===== config.mk =====
export PLATFORM = sky130hd
export DESIGN_NAME = tt_um_hoene_input_scheduler
export DESIGN_NICKNAME = d
export VERILOG_FILES = /design/src/rtl/tt_um_hoene_pkg.sv /design/src/rtl/tt_um_hoene_sync2.sv /design/src/rtl/tt_um_hoene_input_scheduler.sv
export SDC_FILE = /design/constraint.sdc
export NUM_CORES = 1
export LEC_CHECK = 0
export ABC_AREA = 1
export CORE_MARGIN = 2
export CORE_UTILIZATION = 55
export DETAILED_ROUTE_END_ITERATION = 10
export PLACE_DENSITY = 0.73
export SLEW_MARGIN = 30
export SYNTH_ARGS = -nofsm -noshare
export SYNTH_HDL_FRONTEND = slang
export SYNTH_SLANG_ARGS = --single-unit

===== constraint.sdc =====
create_clock -name clk -period 2 [get_ports clk]
set_input_delay 0.6 -clock clk [delete_from_list [all_inputs] [get_ports clk]]
set_output_delay 0.6 -clock clk [all_outputs]
set_load 0.01 [all_outputs]

===== src/rtl/tt_um_hoene_pkg.sv =====
// Shared definitions for the input scheduler: FSM state encodings and
// default timing parameters.
package tt_um_hoene_pkg;

    typedef enum logic [1:0] {
        SEL1  = 2'd0,  // in1 forwarded, in0 being qualified
        PEND0 = 2'd1,  // in0 qualified, waiting for a quiet gap on in1
        SEL0  = 2'd2,  // in0 forwarded, watching for in0 loss
        PEND1 = 2'd3   // in0 lost, waiting for a quiet gap on in0
    } sched_state_t;

    localparam int DEF_QUAL_EDGES    = 64;
    localparam int DEF_WINDOW_CYCLES = 4096;
    localparam int DEF_LOSS_CYCLES   = 8192;
    localparam int DEF_GAP_CYCLES    = 32;

endpackage


===== src/rtl/tt_um_hoene_sync2.sv =====
// Two-flop synchronizer for one asynchronous serial input.
module tt_um_hoene_sync2 (
    input  logic clk,
    input  logic rst,
    input  logic d,
    output logic q
);

    logic d_p0;

    // Metastability filter: pad -> d_p0 -> q
    always_ff @(posedge clk or posedge rst) begin
        if (rst) begin
            d_p0 <= 1'b0;
            q    <= 1'b0;
        end else begin
            d_p0 <= d;
            q    <= d_p0;
        end
    end

endmodule


===== src/rtl/tt_um_hoene_input_scheduler.sv =====
// Selects between two serial LED data inputs: in1 by default, in0 once it
// shows steady activity; switchovers happen only during a quiet gap on the
// currently forwarded input so no data frame is cut mid-way.
module tt_um_hoene_input_scheduler
    import tt_um_hoene_pkg::*;
#(
    parameter int QUAL_EDGES    = DEF_QUAL_EDGES,
    parameter int WINDOW_CYCLES = DEF_WINDOW_CYCLES,
    parameter int LOSS_CYCLES   = DEF_LOSS_CYCLES,
    parameter int GAP_CYCLES    = DEF_GAP_CYCLES
) (
    input  logic       clk,
    input  logic       rst,
    input  logic       in0,
    input  logic       in1,
    input  logic       testmode,
    output logic       out,
    output logic       in0selected,
    output logic       switched,
    output logic [1:0] state
);

    localparam int EW = $clog2(QUAL_EDGES + 1);
    localparam int WW = $clog2(WINDOW_CYCLES + 1);
    localparam int LW = $clog2(LOSS_CYCLES + 1);
    localparam int GW = $clog2(GAP_CYCLES + 1);

    localparam logic [EW-1:0] QUAL_MAX = EW'(QUAL_EDGES);
    localparam logic [WW-1:0] WIN_MAX  = WW'(WINDOW_CYCLES);
    localparam logic [LW-1:0] LOSS_MAX = LW'(LOSS_CYCLES);
    localparam logic [GW-1:0] GAP_MAX  = GW'(GAP_CYCLES);

    logic s0, s1, s0_p2, s0_rise;
    logic sel, eff, gap_src, sw_nxt;
    sched_state_t state_q, state_nxt;
    logic [EW-1:0] edge_cnt, edge_nxt;
    logic [WW-1:0] win_cnt, win_nxt;
    logic [LW-1:0] loss_cnt, loss_nxt, loss_run;
    logic [GW-1:0] gap_cnt, gap_nxt, gap_run;

    tt_um_hoene_sync2 u_sync0 (.clk(clk), .rst(rst), .d(in0), .q(s0));
    tt_um_hoene_sync2 u_sync1 (.clk(clk), .rst(rst), .d(in1), .q(s1));

    assign s0_rise = s0 & ~s0_p2;
    assign sel     = (state_q == SEL0) || (state_q == PEND1);
    assign eff     = sel ^ testmode;
    assign state   = state_q;
    assign gap_src = (state_q == PEND0) ? s1 : s0;

    // Next-state logic and counter updates; counters not owned by the
    // current state default to zero, which also clears them on state entry.
    always_comb begin
        state_nxt = state_q;
        edge_nxt  = '0;
        win_nxt   = '0;
        loss_nxt  = '0;
        gap_nxt   = '0;
        sw_nxt    = 1'b0;
        loss_run  = s0_rise ? '0 : (loss_cnt == LOSS_MAX) ? loss_cnt : loss_cnt + 1'b1;
        gap_run   = gap_src ? '0 : (gap_cnt == GAP_MAX) ? gap_cnt : gap_cnt + 1'b1;
        case (state_q)
            SEL1: begin
                // an expired window leaves both qualification counters at zero
                if (win_cnt != WIN_MAX) begin
                    edge_nxt = edge_cnt;
                    if (s0_rise && edge_cnt != QUAL_MAX) edge_nxt = edge_cnt + 1'b1;
                    if (edge_cnt != '0) win_nxt = win_cnt + 1'b1;
                    if (edge_nxt == QUAL_MAX) begin
                        state_nxt = PEND0;
                        edge_nxt  = '0;
                        win_nxt   = '0;
                    end
                end
            end
            PEND0: begin
                loss_nxt = loss_run;
                gap_nxt  = gap_run;
                // losing in0 outranks a simultaneous gap on in1
                if (loss_cnt == LOSS_MAX) begin
                    state_nxt = SEL1;
                    loss_nxt  = '0;
                    gap_nxt   = '0;
                end else if (gap_cnt == GAP_MAX) begin
                    state_nxt = SEL0;
                    sw_nxt    = 1'b1;
                    gap_nxt   = '0;
                end
            end
            SEL0: begin
                loss_nxt = loss_run;
                if (loss_cnt == LOSS_MAX) state_nxt = PEND1;
            end
            PEND1: begin
                // resumed in0 edges do not cancel; in0 must requalify from SEL1
                loss_nxt = loss_run;
                gap_nxt  = gap_run;
                if (gap_cnt == GAP_MAX) begin
                    state_nxt = SEL1;
                    sw_nxt    = 1'b1;
                    loss_nxt  = '0;
                    gap_nxt   = '0;
                end
            end
            default: state_nxt = SEL1;
        endcase
    end

    // State, counters, edge history and registered outputs
    always_ff @(posedge clk or posedge rst) begin
        if (rst) begin
            state_q     <= SEL1;
            edge_cnt    <= '0;
            win_cnt     <= '0;
            loss_cnt    <= '0;
            gap_cnt     <= '0;
            s0_p2       <= 1'b0;
            out         <= 1'b0;
            in0selected <= 1'b0;
            switched    <= 1'b0;
        end else begin
            state_q     <= state_nxt;
            edge_cnt    <= edge_nxt;
            win_cnt     <= win_nxt;
            loss_cnt    <= loss_nxt;
            gap_cnt     <= gap_nxt;
            s0_p2       <= s0;
            out         <= eff ? s0 : s1;
            in0selected <= eff;
            switched    <= sw_nxt;
        end
    end

endmodule


==> flow_metrics.env, run 1 <==
export IMPL_status="complete, no violations"
export IMPL_drc=0
export IMPL_top_layer_used="met4"
export IMPL_cts_htree_levels=2
export IMPL_pwr_share_seq_pct=44.3
export IMPL_hp_start="u_sync0.d_p0"
export IMPL_grt_max_degree=51
export IMPL_area_growth_syn_to_layout_pct=13.95
export IMPL_synth_compound_area_share_pct=3.985
export IMPL_crit_family="buffers and inverters"
export IMPL_die_area_um2=5366
export IMPL_dp_slack_ns=0.1288
export IMPL_p_int_uw=1858
export IMPL_portBuffers=9
export IMPL_synth_area_leaders="dfrtp_1 (47%), nand2_1 (8.4%), nor2_1 (6.3%), inv_1 (5.6%), xor2_1 (5.0%)"
export IMPL_power_total_uw=2645
export IMPL_core_area_um2=4661
export IMPL_worstSetupPathDepth=1
export IMPL_p_leak_uw=0.001350
export IMPL_cts_buffers=5
export IMPL_die_x_um=73.25
export IMPL_cp_required_ns=1.40
export IMPL_fin_cells=392
export IMPL_wl_per_cell_um=11.59
export IMPL_crit_slowest_cell="clkdlybuf4s50_1"
export IMPL_rr_worst_depth=8
export IMPL_layout_setup_ws_ns=0.09264
export IMPL_route_met3_wl_um=80
export IMPL_synthesis_area_um2=2638
export IMPL_pwr_share_comb_pct=23.2
export IMPL_place_hpwl_um=3211
export IMPL_layout_nets=350
export IMPL_final_layout_size_suffix_gt1_share_pct=13.91
export IMPL_p_switching_uw=787.5
export IMPL_synthSimpleGateAreaFrac_pct=31.12
export IMPL_min_period_over_period_pct=95.37
export IMPL_hold_viol=0
export IMPL_drt_wl_total_um=4544
export IMPL_ys_ff_latch=50
export IMPL_vias=1988
export IMPL_placed_area_um2=2795
export IMPL_powerDensity_nw_per_um2=880.1
export IMPL_cp_cell_sequence="clkdlybuf4s50_1"
export IMPL_synth_cell_type_count=29
export IMPL_yosysTopAreaCell="dfrtp_1"
export IMPL_synth_top_family_by_area="simple AND/OR/NAND/NOR gates"
export IMPL_insertion_delay_ns=0.31
export IMPL_ys_warnings_count=0
export IMPL_synth_xor_area_share_pct=6.641
export IMPL_grt_total_usage_pct=19.16
export IMPL_gp_congestion=0.8081
export IMPL_cts_root_buf="clkbuf_8"
export IMPL_hold_class="reg2reg"
export IMPL_critPathArrivalTime_ns=1.31
export IMPL_clkTransAtPathRegs_ns=0.10
export IMPL_cpPeakStageDelay_ns=0.55
export IMPL_setup_viol=0
export IMPL_clkPwrFrac_pct=32.4
export IMPL_synthMuxAreaShare_pct=0
export IMPL_layout_min_cycle_time_ns=1.907
export IMPL_grt_pass1_wl_um=7935
export IMPL_clkSinkCount=50
export IMPL_critPathKind="reg2out"
export IMPL_cts_tree="built"
export IMPL_max_freq_ghz=0.5243
export IMPL_clock_path_buffers=2
export IMPL_synth_nets=330
export IMPL_dr_wl_met2_um=2101
export IMPL_path_max_fanout=7
export IMPL_fillers=387
export IMPL_initial_core_util_pct=56.59
export IMPL_end_kind="output pin"
export IMPL_placed_cells=380
export IMPL_io_pins=10
export IMPL_via_per_inst=5.071
export IMPL_slew_headroom_pct=60.40
export IMPL_grt_pass1_vias=1867
export IMPL_synth_yosys_seq_area_share_pct=47.44
export IMPL_drv_slew=0
export IMPL_rows=25
export IMPL_fin_skew_ns=0.01670
export IMPL_reg2reg_from="win_cnt[0]"
export IMPL_swShare_pct=29.77
export IMPL_stdcell_area_um2=3005
export IMPL_antenna_found_initial=0
export IMPL_ant_nets=0
export IMPL_cp_start_kind="flop"
export IMPL_whs_path_depth=0
export IMPL_avgSynthCellArea_um2=8.320
export IMPL_hold_buffers=0
export IMPL_yosysTopAreaCellShare_pct=47.44
export IMPL_vdd_drop_max_v=0.0006114
export IMPL_path_buf_inv=1
export IMPL_syn_instance_count=317
export IMPL_wl_met1_um=2289
export IMPL_dr_pass1_iters=4
export IMPL_antenna_cells=0
export IMPL_max_slew_worst_pin_slew_ns=0.5918
export IMPL_synth_adder_area_share_pct=3.795
export IMPL_maxCapViolCount=0
export IMPL_drtIter0Drc=126
export IMPL_die_height_um=73.25
export IMPL_grt_overflow=0
-- cell type report --
cell class                      count  area, µm²  area share [%]
Sequential cell                    50       1254           41.72
Multi-Input combinational cell    224       1244           41.38
Inverter                           42      157.7           5.246
Clock buffer                        6      82.58           2.748
Timing Repair Buffer               14      140.1           4.663
Tap cell                           54      67.56           2.248
Clock inverter                      2      60.06           1.998
-- layer usage --
| layer | GRT usage [%] | vias to the layer above |
|---|---|---|
| li1 | - | 1046 |
| met1 | 26.10 | 921 |
| met2 | 29.83 | 15 |
| met3 | 3.978 | 6 |
| met4 | 8.025 | 0 |
| met5 | 0 | - |
-- power groups by stage --
stage          Combinational (µW)  Sequential, µW  Clock [µW]
4_1_cts                       579            1170         883
3_5_place_dp                  575            1190           0
2_1_floorplan                 453            1180           0
6_report                      615            1170         858
5_1_grt                       711            1180         930
3_3_place_gp                  566            1190           0
-- cells in the mapped netlist --
cell type  count
o21ai_0        6
dfrtp_1       50
inv_1         39
nand3_1       24
o21ai_2        1
nor2_4         2
nor3b_1        2
nand4_1        5
or2_1          1
a31oi_1        1
a211oi_1       1
nand3b_1       3
xnor2_1        5
o21ai_1        2
nor3b_2        1
nor2_2        13
o211ai_1       1
ha_1           8
nand2_2        3
a21oi_1        7
xor2_1        15
buf_12         1
inv_2          3
nand2_1       59
nor3_1        16
nand2_4        1
nor4_1         2
buf_4          1
nor2_1        44
-- kinds of logic (layout without fill, tap and decap cells) --
logic type | Yosys count | after routing
flip-flops | 50 | 50
AND/OR/NAND/NOR | 176 | 177
adder cells (fa/ha/maj) | 8 | 8
buffers and inverters | 44 | 64
AO/OA/AOI/OAI | 19 | 19
XOR/XNOR | 20 | 20
-- state kept, by name, indices dropped and copies added (netlist names), 6 cells and up, named ones only --
name and flops:
edge_cnt 7, gap_cnt 6, loss_cnt 14, win_cnt 13
-- worst paths after layout --
kind                       slack (ns)            to
setup / recovery                 0.09      state[1]
hold / removal                   0.36     u_sync0.q
setup reg to reg                 0.17    win_cnt[3]
hold reg to reg                  0.36     u_sync0.q
max in group asynchronous        1.13  loss_cnt[12]
min in group asynchronous        0.64    win_cnt[9]
-- layout by cell type (no fill, tap or decap), drive strengths merged --
cell / n
ha: 8
a211oi: 1
o21ai: 9
inv: 42
buf: 5
o211ai: 1
nand3: 24
clkdlybuf4s50: 9
dfrtp: 50
xor2: 15
nor4: 2
nor2: 59
bufinv: 2
clkbuf: 6
nand2: 64
nand4: 5
nand3b: 3
nor3: 16
a21oi: 7
nor3b: 3
or2: 1
xnor2: 5
a31oi: 1
-- stage by stage --
stage | hold slack [ns] | TNS (ns) | utilization (%)
after floorplan | 0.3312 | 0 | -
after global placement | 0.3399 | 0 | 59.97
after detailed placement | 0.3420 | 0 | 59.97
after CTS | 0.3629 | 0 | 63.03
after global routing | 0.3752 | -0.06521 | 64.48
final | 0.3564 | 0 | 64.48
-- timing repair --
| item | in CTS | in global routing |
|---|---|---|
| setup endpoints to repair | 0 | 28 |
| resized for setup | 0 | 10 |
| setup buffers | 0 | 3 |
Power figures use the tool's default switching activity.
==> run 2, diff against run 1 <==
- SETUP_SLACK_MARGIN: unset -> 0.02
==> run 2 against run 1 <==
Non-clock buffer count unchanged; sequential power about the same; clock power barely moved; first-iteration DRC count up 7.9%; global-route usage unchanged.
==> flow_metrics.env, run 2 (same netlist as run 1, synthesis figures left out) <==
export IMPL_status="complete, no violations"
export IMPL_layout_min_cycle_time_ns=1.909
export IMPL_hold_viol=0
export IMPL_drc=0
export IMPL_cts_tree="built"
export IMPL_cts_htree_levels=2
export IMPL_grt_max_degree=51
export IMPL_gp_congestion=0.8081
export IMPL_fillers=387
export IMPL_swShare_pct=30.00
export IMPL_hold_class="reg2reg"
export IMPL_end_kind="output pin"
export IMPL_crit_slowest_cell="clkdlybuf4s50_1"
export IMPL_reg_largest_list="loss_cnt (14), win_cnt (13), edge_cnt (7)"
export IMPL_place_hpwl_um=3211
export IMPL_largest_reg_flops=14
export IMPL_antenna_cells=0
export IMPL_setup_viol=0
export IMPL_drt_wl_total_um=4573
export IMPL_die_height_um=73.25
export IMPL_cp_cell_sequence="clkdlybuf4s50_1"
export IMPL_p_int_uw=1864
export IMPL_die_x_um=73.25
export IMPL_dp_slack_ns=0.1288
export IMPL_dr_pass1_iters=4
export IMPL_core_area_um2=4661
export IMPL_top_register="loss_cnt"
export IMPL_p_switching_uw=798.8
export IMPL_clkSinkCount=50
export IMPL_path_max_fanout=7
export IMPL_layout_setup_ws_ns=0.09088
export IMPL_vias=1999
export IMPL_area_growth_syn_to_layout_pct=14.33
export IMPL_clkTransAtPathRegs_ns=0.10
export IMPL_clkPwrFrac_pct=32.2
export IMPL_cp_required_ns=1.40
export IMPL_drv_slew=0
export IMPL_cts_root_buf="clkbuf_8"
export IMPL_p_leak_uw=0.001359
export IMPL_crit_family="buffers and inverters"
export IMPL_fin_skew_ns=0.01711
export IMPL_grt_total_usage_pct=19.16
export IMPL_insertion_delay_ns=0.31
export IMPL_min_period_over_period_pct=95.46
export IMPL_hold_buffers=0
export IMPL_rows=25
export IMPL_final_core_util_pct=64.70
export IMPL_drtIter0Drc=136
export IMPL_maxCapViolCount=0
export IMPL_ant_nets=0
export IMPL_layout_common_cells="nand2_1 (57), dfrtp_1 (48), nor2_1 (41)"
export IMPL_cts_buffers=5
export IMPL_final_layout_size_suffix_gt1_share_pct=14.20
export IMPL_critPathKind="reg2out"
export IMPL_hold_slack_ns=0.3564
export IMPL_initial_core_util_pct=56.59
export IMPL_power_total_uw=2663
export IMPL_io_pins=10
export IMPL_vdd_drop_max_v=0.0006114
export IMPL_slew_headroom_pct=60.40
export IMPL_antenna_found_initial=0
export IMPL_path_buf_inv=1
export IMPL_layout_nets=350
export IMPL_cpPeakStageDelay_ns=0.55
export IMPL_final_common_cell="nand2_1"
export IMPL_powerDensity_nw_per_um2=883.1
export IMPL_grt_pass1_vias=1867
export IMPL_via_per_inst=5.099
export IMPL_cp_start_kind="flop"
export IMPL_max_freq_ghz=0.5238
export IMPL_stdcell_area_um2=3015
export IMPL_max_slew_worst_pin_slew_ns=0.5918
export IMPL_die_area_um2=5366
export IMPL_pwr_share_comb_pct=23.8
export IMPL_placed_area_um2=2795
export IMPL_grt_overflow=0
export IMPL_critPathArrivalTime_ns=1.31
export IMPL_clock_path_buffers=2
export IMPL_wl_per_cell_um=11.67
export IMPL_portBuffers=9
export IMPL_grt_pass1_wl_um=7935
export IMPL_pwr_share_seq_pct=44.0
[run 2: cell counts in the layout (fill, tap and decap cells not counted)]
No cell type changed its count.
[run 2: area by class of cell]
class,instances,area (µm²),share of cell area (%)
flip-flops and latches,50,1254,41.58
multi-input cells,224,1254,41.58
inverters,42,157.7,5.228
repair buffers,14,140.1,4.647
clock buffers,6,82.58,2.739
well taps,54,67.56,2.241
clock inverters,2,60.06,1.992
[run 2: metrics by stage]
stage	TNS [ns]	cells
final	0	392
after global routing	-0.006556	392
after CTS	0	388
after detailed placement	0	380
after global placement	0	380
after floorplan	0	317
[run 2: worst paths after layout]
| check | cells past startpoint | to | startpoint | slack (ns) |
|---|---|---|---|---|
| worst min-delay path | 0 | u_sync0.q | u_sync0.d_p0 | 0.36 |
| max in group asynchronous | 3 | loss_cnt[12] | rst | 1.13 |
| min in group asynchronous | 3 | win_cnt[9] | rst | 0.64 |
| worst max-delay path | 1 | state[1] | flop | 0.09 |
| worst max register to register | 8 | win_cnt[3] | win_cnt[0] | 0.17 |
| worst min register to register | 0 | u_sync0.q | u_sync0.d_p0 | 0.36 |
[run 2: per-layer routing]
metal	vias up	wire length, µm	global-route usage (%)
met1	932	2285	26.10
met2	15	2131	29.83
met4	0	72	8.025
met5	-	0	0
li1	1046	-	-
met3	6	83	3.978
[run 2: worst reg2reg max path: stages (launching register included)]
cell	delay [ns]
dfrtp_1	0.41
inv_1	0.06
ha_1	0.19
nand4_1	0.08
nand3b_1	0.15
nand2_1	0.09
nor2_1	0.47
nand2_8	0.13
nor3_1	0.17
[run 2: timing repair]
| item | CTS | global route |
|---|---|---|
| pin swaps | 0 | 2 |
| buffers inserted | 0 | 3 |
| endpoints found under the setup margin | 1 | 29 |
| gates cloned | 0 | 1 |
| gates resized for setup | 1 | 11 |
[run 2: power groups by stage]
stage	sequential [µW]	clock [µW]	combinational (µW)
after floorplan	1180	0	453
after global placement	1190	0	566
after detailed placement	1190	0	575
after CTS	1170	883	580
after global routing	1180	930	728
final	1170	858	632
==> run 3, diff against run 2 <==
- CAP_MARGIN: unset -> 0
- CORE_ASPECT_RATIO: unset -> 1.2
==> run 3 against run 2 <==
Count of clock-buffer cells in the layout rose by 1; core utilization down 1.3 points; sequential share of layout area grew 1.4 points; worst hold slack improved by 0.0029 ns; sequential cell count unchanged; via count fell by 0.35%; clock skew down 0.0076 ns; largest power group unchanged.
==> flow_metrics.env, run 3 (same netlist as run 1, synthesis figures left out) <==
export IMPL_status="complete, no violations"
export IMPL_die_height_um=79.86
export IMPL_cts_root_buf="clkbuf_8"
export IMPL_powerDensity_nw_per_um2=794.7
export IMPL_p_leak_uw=0.001306
export IMPL_fin_setup_tns_ns=0
export IMPL_io_pins=10
export IMPL_drtIter0Drc=119
export IMPL_path_max_fanout=7
export IMPL_place_hpwl_um=3379
export IMPL_drt_wl_total_um=4470
export IMPL_dr_pass1_iters=4
export IMPL_antenna_found_initial=0
export IMPL_grt_pass1_vias=1872
export IMPL_grt_pass1_wl_um=7652
export IMPL_top_register="loss_cnt"
export IMPL_cts_htree_levels=2
export IMPL_final_layout_size_suffix_gt1_share_pct=11.34
export IMPL_via_per_inst=5.069
export IMPL_fillers=432
export IMPL_cts_resized=0
export IMPL_core_area_um2=4594
export IMPL_hold_buffers=0
export IMPL_critPathArrivalTime_ns=1.30
export IMPL_initial_core_util_pct=57.41
export IMPL_dp_slack_ns=0.1715
export IMPL_ant_nets=0
export IMPL_antenna_cells=0
export IMPL_crit_slowest_cell="clkdlybuf4s50_1"
export IMPL_max_slew_worst_pin_slew_ns=0.5010
export IMPL_path_buf_inv=1
export IMPL_hold_viol=0
export IMPL_clkTransAtPathRegs_ns=0.09
export IMPL_grt_max_degree=25
export IMPL_wl_per_cell_um=11.37
export IMPL_die_x_um=67.22
export IMPL_largest_reg_flops=14
export IMPL_drc=0
export IMPL_maxCapViolCount=0
export IMPL_reg_largest_list="loss_cnt (14), win_cnt (13), edge_cnt (7)"
export IMPL_layout_nets=348
export IMPL_insertion_delay_ns=0.30
export IMPL_portBuffers=9
export IMPL_end_kind="output pin"
export IMPL_hold_class="reg2reg"
export IMPL_layout_common_cells="nand2_1 (59), dfrtp_1 (49), nor2_1 (43)"
export IMPL_r2r_setup_slack_ns=0.12
export IMPL_slew_headroom_pct=66.46
export IMPL_cp_required_ns=1.40
export IMPL_rows=27
export IMPL_clkSinkCount=50
export IMPL_max_freq_ghz=0.5272
export IMPL_vdd_drop_max_v=0.0006431
export IMPL_gp_congestion=0.8141
export IMPL_cp_cell_sequence="clkdlybuf4s50_1"
export IMPL_layout_setup_ws_ns=0.1031
export IMPL_vias=1992
export IMPL_cts_setup_buffers=0
export IMPL_cpPeakStageDelay_ns=0.56
export IMPL_die_area_um2=5368
export IMPL_area_growth_syn_to_layout_pct=10.39
export IMPL_crit_family="buffers and inverters"
export IMPL_cts_buffers=5
export IMPL_clock_path_buffers=2
export IMPL_fin_skew_ns=0.009486
export IMPL_setup_viol=0
export IMPL_drv_slew=0
export IMPL_critPathKind="reg2out"
export IMPL_cts_tree="built"
export IMPL_min_period_over_period_pct=94.85
export IMPL_grt_total_usage_pct=18.49
export IMPL_layout_min_cycle_time_ns=1.897
export IMPL_final_common_cell="nand2_1"
export IMPL_cp_start_kind="flop"
export IMPL_rsz0062_at_grt="true"
export IMPL_grt_overflow=0
## run 3: cell count changes in the layout (fill, tap and decap cells not counted), moves of 2 or more
cell	delta
bufinv_16	-2
nand2_4	-3
nor2_1	+2
clkbuf_1	+2
nor2_2	-2
nand2_1	+2
## run 3: stage by stage
step / area, µm² / utilization [%] / hold slack, ns / cells / total power, µW
floorplan: 2638 / - / 0.3312 / 317 / 1637
global placement: 2815 / 61.27 / 0.3322 / 386 / 1774
detailed placement: 2815 / 61.27 / 0.3372 / 386 / 1786
CTS: 2892 / 62.94 / 0.3553 / 393 / 2332
global route: 2912 / 63.37 / 0.3632 / 393 / 2479
finish: 2912 / 63.37 / 0.3593 / 393 / 2314
## run 3: path summary, 6_finish.rpt
kind	to	from	cells past startpoint
min in group asynchronous	edge_cnt[5]	rst	2
worst max-delay path	state[1]	flop	1
worst max register to register	win_cnt[5]	edge_cnt[0]	13
max in group asynchronous	gap_cnt[0]	rst	3
worst min register to register	u_sync1.q	u_sync1.d_p0	0
worst min-delay path	u_sync1.q	u_sync1.d_p0	0
## run 3: layout make-up
cell class	instances	area [µm²]	share of cell area [%]
clock buffer	7	76.32	2.621
inverter	42	157.7	5.415
multi-input combinational	223	1220	41.90
sequential	50	1252	43.02
tap	58	72.57	2.492
timing repair buffer	13	132.6	4.555
## run 3: per-layer routing
layer	GRT usage [%]	part of all wire [%]
met2	32.08	51
met5	0	0
met1	22.75	46
met4	6.327	1.5
met3	3.385	2.3
## run 3: where the power goes
part / total (µW) / internal, µW / leakage, µW / switching [µW]
registers: 1170 / 1090 / 0.000670 / 81.2
logic: 598 / 233 / 0.000597 / 365
clock network: 542 / 241 / 0.0000383 / 301
==> variant, RTL diff (settings of run 1) <==
Add an input register stage for `in0`, `in1` and `testmode`, without a reset; this delays them by one clock.
--- a/src/rtl/tt_um_hoene_input_scheduler.sv
+++ b/src/rtl/tt_um_hoene_input_scheduler.sv
@@ -30,6 +30,16 @@
     localparam logic [LW-1:0] LOSS_MAX = LW'(LOSS_CYCLES);
     localparam logic [GW-1:0] GAP_MAX  = GW'(GAP_CYCLES);
 
+    logic in0_q;
+    logic in1_q;
+    logic testmode_q;
+
+    always_ff @(posedge clk) begin
+        in0_q      <= in0;
+        in1_q      <= in1;
+        testmode_q <= testmode;
+    end
+
     logic s0, s1, s0_p2, s0_rise;
     logic sel, eff, gap_src, sw_nxt;
     sched_state_t state_q, state_nxt;
@@ -38,12 +48,12 @@
     logic [LW-1:0] loss_cnt, loss_nxt, loss_run;
     logic [GW-1:0] gap_cnt, gap_nxt, gap_run;
 
-    tt_um_hoene_sync2 u_sync0 (.clk(clk), .rst(rst), .d(in0), .q(s0));
-    tt_um_hoene_sync2 u_sync1 (.clk(clk), .rst(rst), .d(in1), .q(s1));
+    tt_um_hoene_sync2 u_sync0 (.clk(clk), .rst(rst), .d(in0_q), .q(s0));
+    tt_um_hoene_sync2 u_sync1 (.clk(clk), .rst(rst), .d(in1_q), .q(s1));
 
     assign s0_rise = s0 & ~s0_p2;
     assign sel     = (state_q == SEL0) || (state_q == PEND1);
-    assign eff     = sel ^ testmode;
+    assign eff     = sel ^ testmode_q;
     assign state   = state_q;
     assign gap_src = (state_q == PEND0) ? s1 : s0;
 
Behaviour: not the same (Yosys sat finds a counterexample within 4 cycles, from zero or initial values and one cycle with rst high).
==> variant against run 1 <==
  * Sequential cell count grew 3
  * Combinational power is 8.1% higher
  * Total power decreased by 6.1%
  * Setup slack got worse by 0.0065 ns
  * Routed wire length up 9.5%
  * Hold slack worse by 0.024 ns
  * Synthesized area grew 4.4%
  * Cell area up 2.1%
  * Largest cell class unchanged
  * Largest power group unchanged
==> variant: results (changes against run 1) <==
Power
  • Clock Power Share: 23.6% (was 32.4%)
  • Comb group: 665 uW (was 615 uW)
  • Switching Share: 34.2% (was 29.8%)
  • Lkg Pwr: 0.00142 uW (was 0.00135 uW)
  • VDD IR max: 0.611 mV (about the same)
  • Comb pwr share: 26.8% (was 23.2%)

Worst hold path
  • Worst hold endpoint: u_sync1.d_p0$_DFF_PP0_ (was u_sync0.q$_DFF_PP0_)
  • Worst hold start: in1_q$_DFF_P_ (was u_sync0.d_p0$_DFF_PP0_)

Placement
  • # placed instances: 415 (was 380)
  • Pre-CTS WS: 0.136 ns (was 0.129 ns)
  • DP Area: 2950 sq um (was 2800 sq um)
  • Hpwl dp: 3.63 mm (was 3.21 mm)
  • RePlAce Congestion: 0.831 (was 0.808)

Global routing
  • Global-route wire length before repair: 8.75 mm (was 7.94 mm)
  • Vias in the first global route: 2030 (was 1867)
  • Total track usage: 20.3% (was 19.2%)
  • Antenna violations before repair: 0 (unchanged)

Synth
  • Ys async rst share: 94.3% (was 100%)
  • Syn Nets: 349 (was 330)
  • Commonest cells post-synth: nand2_1, dfrtp_1, nor2_1, inv_1, nand3_1 (unchanged)
  • Sequential area share after synthesis: 47.6% (was 47.4%)
  • Yosys cell types: 30 (was 29)
  • Area contributors post-synth: dfrtp_1, nand2_1, nor2_1 (unchanged)
  • Top_reg_cell synth: dfrtp_1 (unchanged)
  • Mapped Cells: 336 (was 317)

Timing
  • Worst-margin pin slew: 0.476 ns (was 0.592 ns)
  • Tmin final: 1.91 ns (about the same)
  • Clock Skew: 0.00595 ns (was 0.0167 ns)
  • Worst hold slack: 0.332 ns (was 0.356 ns)

CTS
  • Num CTS Buffers: 5 (unchanged)
  • Worst-path clk slew: 0.10 ns (about the same)

Critical path
  • Setup CP Type: register to output port (unchanged)
  • Slowest cell on crit path: clkdlybuf4s50_1 (unchanged)
  • Critical path peak fanout: 5 (was 7)
  • CP peak stage delay: 0.57 ns (was 0.55 ns)
  • Worst R2R Start: win_cnt[0]$_DFF_PP0_ (unchanged)
  • Reg2reg end: win_cnt[12]$_DFF_PP0_ (was win_cnt[3]$_DFF_PP0_)
  • Setup crit end: state[1] (unchanged)
  • Worst reg2reg setup slack: 0.16 ns
  • CP delay by family, top: buffers and inverters (unchanged)

Finish
  • Antenna cells: 0 (unchanged)
  • Non-Filler Instances: 425 (was 392)
  • Fraction of layout cells with a size suffix above 1: 12.3% (was 13.9%)
  • Fin nets: 370 (was 350)
  • Util after Layout: 64.1% (was 64.5%)

Detailed routing
  • First-pass DRT Iterations: 4 (unchanged)
  • Via-to-Cell Ratio: 4.99 (was 5.07)
  • DR iter-0 viols: 185 (was 126)
  • Drt wl/cell: 11.7 um (was 11.6 um)

Status
  • Outcome: completed (unchanged)
variant: per-layer routing:
layer | track usage, % | vias to the layer above | part of all wire [%]
li1 | - | 1096 | -
met1 | 29.2 | 995 | 50
met2 | 32.3 | 26 | 47
met3 | 3.61 | 4 | 2.4
met4 | 5.36 | 0 | 0.86
met5 | 0 | - | 0
variant: what timing repair did:
item	CTS	global route
setup endpoints to repair	0	13
buffers inserted	0	1
hold buffers	0	0
resized for setup	0	3
variant: cell type report:
cell class                 instances  area, sq um
sequential                        53         1310
clock buffer                       5         68.8
multi-input combinational        233         1260
fill                             404         1720
clock inverter                     3         17.5
timing repair buffer              14          140
inverter                          50          188
tap                               67         83.8
variant: cells by family (layout without fill, tap and decap cells):
kind of cell	Yosys count	after routing	share of synthesized area, %
AOI/OAI and AO/OA	28	28	5.41
adders and majority gates	8	8	3.63
xor gates and xnor gates	15	15	4.77
buffers and inverters	51	72	7.54
DFF	53	53	47.6
and+or+nand+nor	181	182	31.0
